<file path="config.mk">
export PLATFORM = sky130hd
export DESIGN_NAME = ber_sweep_controller_flat
export DESIGN_NICKNAME = d
export VERILOG_FILES = /design/src/rtl/ber_sweep_controller_if.sv /design/src/rtl/ber_sweep_controller.sv /design/src/flat_wrapper.sv
export SDC_FILE = /design/constraint.sdc
export NUM_CORES = 1
export LEC_CHECK = 0
export CAP_MARGIN = 40
export CORE_AREA = 4 4 190 192
export DETAILED_ROUTE_END_ITERATION = 10
export DIE_AREA = 0 0 194 196
export PLACE_DENSITY_LB_ADDON = 0.15
export SKIP_CTS_REPAIR_TIMING = 1
export SYNTH_ARGS = -nofsm -noshare
export SYNTH_HDL_FRONTEND = slang
export SYNTH_SLANG_ARGS = --single-unit
export TNS_END_PERCENT = 50
</file>
<file path="constraint.sdc">
create_clock -name clk -period 7.2 [get_ports clk]
set_input_delay 1.44 -clock clk [delete_from_list [all_inputs] [get_ports clk]]
set_output_delay 1.44 -clock clk [all_outputs]
set_load 0.01 [all_outputs]
</file>
<file path="src/rtl/ber_sweep_controller_if.sv">
// rtl/ber_sweep_controller_if.sv - host control, PRBS link and result record signals of the BER sweep sequencer
interface ber_sweep_controller_if;
    logic        start;
    logic        abort;
    logic [15:0] rate_start;
    logic [15:0] rate_step;
    logic [7:0]  num_steps;
    logic        send_data;
    logic [31:0] error_bits_in;
    logic [31:0] total_bits_in;
    logic [15:0] error_rate;
    logic        get_word;
    logic        busy;
    logic        done;
    logic        result_valid;
    logic [7:0]  result_step;
    logic [15:0] result_rate;
    logic [31:0] result_errors;
    logic [31:0] result_total;
    logic        result_timeout;

    modport master (
        input  start, abort, rate_start, rate_step, num_steps,
        input  send_data, error_bits_in, total_bits_in,
        output error_rate, get_word, busy, done,
        output result_valid, result_step, result_rate, result_errors, result_total, result_timeout
    );

    modport slave (
        output start, abort, rate_start, rate_step, num_steps,
        output send_data, error_bits_in, total_bits_in,
        input  error_rate, get_word, busy, done,
        input  result_valid, result_step, result_rate, result_errors, result_total, result_timeout
    );
endinterface

</file>
<file path="src/rtl/ber_sweep_controller.sv">
// rtl/ber_sweep_controller.sv - steps the PRBS error_rate, requests a receiver word per step and reports the counts
module ber_sweep_controller #(
    parameter int SETTLE_CYCLES   = 1000,
    parameter int GET_WORD_CYCLES = 5,
    parameter int TIMEOUT_CYCLES  = 4000000
) (
    input  logic                   clk,
    input  logic                   rst,
    ber_sweep_controller_if.master bus
);
    typedef enum logic [2:0] {IDLE, SETTLE, REQUEST, WAIT, REPORT, DONE} state_t;

    localparam logic [31:0] SETTLE_LAST   = 32'(SETTLE_CYCLES - 1);
    localparam logic [31:0] GET_WORD_LAST = 32'(GET_WORD_CYCLES - 1);
    localparam logic [31:0] TIMEOUT_LAST  = 32'(TIMEOUT_CYCLES);

    state_t      state, state_nx;
    logic [31:0] cnt, cnt_nx;
    logic [7:0]  step, step_nx, steps, steps_nx;
    logic [15:0] rate, rate_nx, rate_inc, rate_inc_nx;
    logic        get_word, get_word_nx, busy, busy_nx, done, done_nx;
    logic        result_valid, result_valid_nx, result_timeout, result_timeout_nx;
    logic [7:0]  result_step, result_step_nx;
    logic [15:0] result_rate, result_rate_nx;
    logic [31:0] result_errors, result_errors_nx, result_total, result_total_nx;
    logic [16:0] rate_sum;
    logic        last_step;

    assign rate_sum  = {1'b0, rate} + {1'b0, rate_inc};
    assign last_step = (step == steps - 8'd1);

    always_comb begin
        state_nx          = state;
        cnt_nx            = cnt;
        step_nx           = step;
        steps_nx          = steps;
        rate_nx           = rate;
        rate_inc_nx       = rate_inc;
        result_valid_nx   = 1'b0;
        result_timeout_nx = result_timeout;
        result_step_nx    = result_step;
        result_rate_nx    = result_rate;
        result_errors_nx  = result_errors;
        result_total_nx   = result_total;

        // Abort beats everything, including a send_data in the same WAIT cycle.
        if (bus.abort && state != IDLE && state != DONE) begin
            state_nx = DONE;
            cnt_nx   = '0;
        end else begin
            case (state)
                IDLE: begin
                    if (bus.start) begin
                        steps_nx    = bus.num_steps;
                        rate_inc_nx = bus.rate_step;
                        rate_nx     = bus.rate_start;
                        step_nx     = '0;
                        cnt_nx      = '0;
                        state_nx    = (bus.num_steps == 8'd0) ? DONE : SETTLE;
                    end
                end
                SETTLE: begin
                    if (cnt == SETTLE_LAST) begin
                        cnt_nx   = '0;
                        state_nx = REQUEST;
                    end else begin
                        cnt_nx = cnt + 32'd1;
                    end
                end
                REQUEST: begin
                    if (cnt == GET_WORD_LAST) begin
                        cnt_nx   = '0;
                        state_nx = WAIT;
                    end else begin
                        cnt_nx = cnt + 32'd1;
                    end
                end
                WAIT: begin
                    if (bus.send_data) begin
                        result_errors_nx  = bus.error_bits_in;
                        result_total_nx   = bus.total_bits_in;
                        result_timeout_nx = 1'b0;
                        result_valid_nx   = 1'b1;
                        result_step_nx    = step;
                        result_rate_nx    = rate;
                        cnt_nx            = '0;
                        state_nx          = REPORT;
                    end else if (cnt == TIMEOUT_LAST) begin
                        result_errors_nx  = '0;
                        result_total_nx   = '0;
                        result_timeout_nx = 1'b1;
                        result_valid_nx   = 1'b1;
                        result_step_nx    = step;
                        result_rate_nx    = rate;
                        cnt_nx            = '0;
                        state_nx          = REPORT;
                    end else begin
                        cnt_nx = cnt + 32'd1;
                    end
                end
                REPORT: begin
                    if (last_step) begin
                        state_nx = DONE;
                    end else begin
                        step_nx  = step + 8'd1;
                        rate_nx  = rate_sum[16] ? 16'hFFFF : rate_sum[15:0];
                        state_nx = SETTLE;
                    end
                end
                DONE:    state_nx = IDLE;
                default: state_nx = IDLE;
            endcase
        end

        // Status outputs are registered copies of the next state.
        get_word_nx = (state_nx == REQUEST);
        busy_nx     = (state_nx inside {SETTLE, REQUEST, WAIT, REPORT});
        done_nx     = (state_nx == DONE);
    end

    always_ff @(posedge clk or posedge rst) begin
        if (rst) begin
            state          <= IDLE;
            cnt            <= '0;
            step           <= '0;
            steps          <= '0;
            rate           <= '0;
            rate_inc       <= '0;
            get_word       <= 1'b0;
            busy           <= 1'b0;
            done           <= 1'b0;
            result_valid   <= 1'b0;
            result_timeout <= 1'b0;
            result_step    <= '0;
            result_rate    <= '0;
            result_errors  <= '0;
            result_total   <= '0;
        end else begin
            state          <= state_nx;
            cnt            <= cnt_nx;
            step           <= step_nx;
            steps          <= steps_nx;
            rate           <= rate_nx;
            rate_inc       <= rate_inc_nx;
            get_word       <= get_word_nx;
            busy           <= busy_nx;
            done           <= done_nx;
            result_valid   <= result_valid_nx;
            result_timeout <= result_timeout_nx;
            result_step    <= result_step_nx;
            result_rate    <= result_rate_nx;
            result_errors  <= result_errors_nx;
            result_total   <= result_total_nx;
        end
    end

    assign bus.error_rate     = rate;
    assign bus.get_word       = get_word;
    assign bus.busy           = busy;
    assign bus.done           = done;
    assign bus.result_valid   = result_valid;
    assign bus.result_step    = result_step;
    assign bus.result_rate    = result_rate;
    assign bus.result_errors  = result_errors;
    assign bus.result_total   = result_total;
    assign bus.result_timeout = result_timeout;
endmodule
</file>
<file path="src/flat_wrapper.sv">
// flat-port wrapper written by rule: the top's interface ports become plain ports
module ber_sweep_controller_flat 
#(
    parameter int SETTLE_CYCLES   = 1000,
    parameter int GET_WORD_CYCLES = 5,
    parameter int TIMEOUT_CYCLES  = 4000000
)
  (clk, rst, bus_start, bus_abort, bus_rate_start, bus_rate_step, bus_num_steps, bus_send_data, bus_error_bits_in, bus_total_bits_in, bus_error_rate, bus_get_word, bus_busy, bus_done, bus_result_valid, bus_result_step, bus_result_rate, bus_result_errors, bus_result_total, bus_result_timeout);
  ber_sweep_controller_if bus_i ();
  input  logic clk;
  input  logic rst;
  input wire logic [$bits(bus_i.start)-1:0] bus_start;
  input wire logic [$bits(bus_i.abort)-1:0] bus_abort;
  input wire logic [$bits(bus_i.rate_start)-1:0] bus_rate_start;
  input wire logic [$bits(bus_i.rate_step)-1:0] bus_rate_step;
  input wire logic [$bits(bus_i.num_steps)-1:0] bus_num_steps;
  input wire logic [$bits(bus_i.send_data)-1:0] bus_send_data;
  input wire logic [$bits(bus_i.error_bits_in)-1:0] bus_error_bits_in;
  input wire logic [$bits(bus_i.total_bits_in)-1:0] bus_total_bits_in;
  output wire logic [$bits(bus_i.error_rate)-1:0] bus_error_rate;
  output wire logic [$bits(bus_i.get_word)-1:0] bus_get_word;
  output wire logic [$bits(bus_i.busy)-1:0] bus_busy;
  output wire logic [$bits(bus_i.done)-1:0] bus_done;
  output wire logic [$bits(bus_i.result_valid)-1:0] bus_result_valid;
  output wire logic [$bits(bus_i.result_step)-1:0] bus_result_step;
  output wire logic [$bits(bus_i.result_rate)-1:0] bus_result_rate;
  output wire logic [$bits(bus_i.result_errors)-1:0] bus_result_errors;
  output wire logic [$bits(bus_i.result_total)-1:0] bus_result_total;
  output wire logic [$bits(bus_i.result_timeout)-1:0] bus_result_timeout;
  assign bus_i.start = bus_start;
  assign bus_i.abort = bus_abort;
  assign bus_i.rate_start = bus_rate_start;
  assign bus_i.rate_step = bus_rate_step;
  assign bus_i.num_steps = bus_num_steps;
  assign bus_i.send_data = bus_send_data;
  assign bus_i.error_bits_in = bus_error_bits_in;
  assign bus_i.total_bits_in = bus_total_bits_in;
  assign bus_error_rate = bus_i.error_rate;
  assign bus_get_word = bus_i.get_word;
  assign bus_busy = bus_i.busy;
  assign bus_done = bus_i.done;
  assign bus_result_valid = bus_i.result_valid;
  assign bus_result_step = bus_i.result_step;
  assign bus_result_rate = bus_i.result_rate;
  assign bus_result_errors = bus_i.result_errors;
  assign bus_result_total = bus_i.result_total;
  assign bus_result_timeout = bus_i.result_timeout;
  ber_sweep_controller #(.SETTLE_CYCLES(SETTLE_CYCLES), .GET_WORD_CYCLES(GET_WORD_CYCLES), .TIMEOUT_CYCLES(TIMEOUT_CYCLES)) u_core (.clk(clk), .rst(rst), .bus(bus_i));
endmodule
</file>
==> metrics <==
outcome finished clean; crit path max fanout 11; vias per inst 4.35; Placement Rows 68; Combinational Power Share 35.1%; Clock power frac 28.2%; clk sinks 176; GPL Wtd Cong 0.773; Synth cell types 53; Worst setup SP type input pin; worst-path cell chain clkdlybuf4s50_1, a21oi_1, a21o_1, or3_1, nor4_1, nand4_1, xor2_1, nor2_1; worst endpoint required time 7.51 ns; Pwr Total 3430 uW; Pins Over Slew Limit 0; DIE AREA 0.0380 mm^2; Core Util, Final 34.3%; Peak Freq 0.257 GHz; Final nets 1210; clock root cell clkbuf_16; initial antenna violation count 2; Net Sw Power 1190 uW; final setup fails 0; power density over cell area 291 mW/mm^2; GRT Util Overall 12.8%; Synth warnings 0; Seq/Total Area, Yosys 52.0%; fill cell count 3561; Worst-Margin Slew 0.768 ns; n_diodes 0; detailed placement HPWL 17400 um; CTS tree done; Fin Setup TNS 0 ns; pin count of the biggest net entering global routing 97; die width 194 um; Switching Share 34.7%; RSZ-0062 raised after global routing no; max cap viols 0; DRT antenna net count 0; placed cell count 1516; CORE AREA 0.0344 mm^2; final worst path period need 3.89 ns; synthesized area per cell 9.66 um^2; critical path endpoint category flip-flop; IO buf count 217; via count 6732; TritonRoute pass-1 iters 4; Synth Net Count 1007; most common cell after layout, fill and taps aside clkdlybuf4s50_1; Clk Latency, worst-skew pair 0.44 ns; P_leak 0.00502 uW; Initial Utilization 24.7%; post-synth top area share 52.0%; maximum vdd drop 0.164 mV; first-pass GRT wire length 39100 um; worst path arrival time 4.20 ns; internal power 2240 uW; Slowest-stage cell, CP nor4_1; fraction of layout cells with a size suffix above 1 8.42%; Layout area overhead 39.0%; final wirelength 24300 um; ranking of synthesized cells by area dfrtp_1, nand2_1, o21ai_0; Sequential Power Share 36.7%; EDFF count, synth 0; CTS HTree Levels 4; Async S/R FF share, synth 100%; Mapped Cells 877; io pins 218; clock buffers created by TritonCTS 17; Die Span Y 196 um; Hold Crit Class reg -> reg; Yosys top cell by area dfrtp_1; Worst-path clk slew 0.07 ns; wire length per cell 15.7 um; CP max stage delay 0.68 ns; Mapped Area 0.00848 mm^2; clk buf depth 2; most frequent cells in the layout clkdlybuf4s50_1, nand2_1, dfrtp_1; Setup Crit Path Kind in -> reg; Final Instance Count excl. Fillers 1548; vias in the first global route 6798; Final period util 54.0%; clk_skew 0.0182 ns; drt initial violations 296; Slew headroom 48.8%; register bit total from synthesis 176; Fin. Hold Viols 0; DRC Markers 0; global route overflow 0; Top FF cell, synth dfrtp_1
==> worst paths after layout <==
check                                                  from                           end  slack, ns  cells after the start
worst max register to register                u_core.cnt[0]  u_core.bus.result_errors[18]       3.33                     12
min in group asynchronous                               rst    u_core.bus.result_total[5]       1.34                      2
worst min register to register  u_core.bus.result_total[17]   u_core.bus.result_total[17]       0.48                      2
max in group asynchronous                               rst    u_core.bus.result_total[8]       4.47                      5
worst min-delay path            u_core.bus.result_total[17]   u_core.bus.result_total[17]       0.48                      2
worst max-delay path                              bus_abort                u_core.cnt[30]       3.31                      8
==> stage by stage <==
step | setup WS (ns) | instance area [um^2] | hold slack (ns)
2_1_floorplan | 0.986 | 8480 | 0.485
3_3_place_gp | 2.79 | 11100 | 0.460
3_5_place_dp | 2.82 | 11200 | 0.469
4_1_cts | 3.27 | 11800 | 0.485
5_1_grt | 3.04 | 11800 | 0.497
6_report | 3.31 | 11800 | 0.478
==> worst max-delay path, delay by kind of cell <==
| family | cells | cell delay (ns) |
|---|---|---|
| buffers and inverters | 1 | 0.66 |
| XOR/XNOR | 1 | 0.17 |
| AO/OA/AOI/OAI | 2 | 0.42 |
| AND/OR/NAND/NOR | 4 | 1.50 |
==> kinds of logic after synthesis <==
kind of cell / Yosys count / synth area share [%]
AND/OR/NAND/NOR: 346 / 18.0
flip-flops: 176 / 52.0
XOR/XNOR: 56 / 5.79
multiplexers: 42 / 6.45
adder cells (fa/ha/maj): 21 / 3.19
AO/OA/AOI/OAI: 171 / 11.3
buffers and inverters: 65 / 3.29
==> flip-flops by register name, summed over array words and instances, names as in the netlist, 3 cells and up <==
register                  cells
u_core.bus.result_total      32
u_core.state                  3
u_core.bus.result_errors     32
u_core.bus.result_step        8
u_core.steps                  8
u_core.step                   8
u_core.cnt                   32
u_core.bus.error_rate        16
u_core.bus.result_rate       16
u_core.rate_inc              16
==> power by group through the flow <==
stage          clock, uW  combinational (uW)  sequential [uW]
2_1_floorplan          0                 847             1240
3_3_place_gp           0                1190             1280
3_5_place_dp           0                1220             1280
4_1_cts             1010                1220             1260
5_1_grt             1050                1360             1280
6_report             965                1200             1260
==> cell usage after synthesis, types with 2 or more instances <==
cell type / count
nor4_1: 14
nand4_1: 10
clkbuf_1: 37
nand3_1: 15
xor2_1: 20
nand2b_1: 8
and3_1: 8
nor3_1: 17
a211oi_1: 5
mux2_4: 20
o21ai_0: 104
dfrtp_1: 176
o21bai_1: 3
or3_1: 4
a21o_1: 2
ha_1: 20
mux2_2: 21
buf_8: 2
xnor2_1: 36
o22ai_1: 15
o21a_1: 3
nor2_1: 68
o31ai_1: 4
nor2b_1: 3
inv_1: 21
nand2_1: 184
o211ai_1: 3
nand3b_1: 4
buf_2: 4
a21oi_1: 23
==> layer usage <==
| metal | routed length [um] | part of all wire [%] | up-vias | global-route usage [%] |
|---|---|---|---|---|
| met2 | 11000 | 45 | 136 | 19.6 |
| met3 | 1330 | 5.5 | 19 | 4.26 |
| met1 | 11700 | 48 | 3177 | 17.5 |
| li1 | - | - | 3396 | - |
| met4 | 309 | 1.3 | 4 | 3.31 |
| met5 | 34 | 0.14 | - | 0 |
==> area by class of cell <==
cell class,instances,area (um^2),area share [%]
Sequential cell,176,4400,37.4
Multi-Input combinational cell,636,3800,32.3
Timing Repair Buffer,228,2320,19.7
Tap cell,455,569,4.83
Clock buffer,20,457,3.88
Clock inverter,12,149,1.26
Inverter,21,86.3,0.733
No activity file was read; power rests on OpenSTA's default activity.
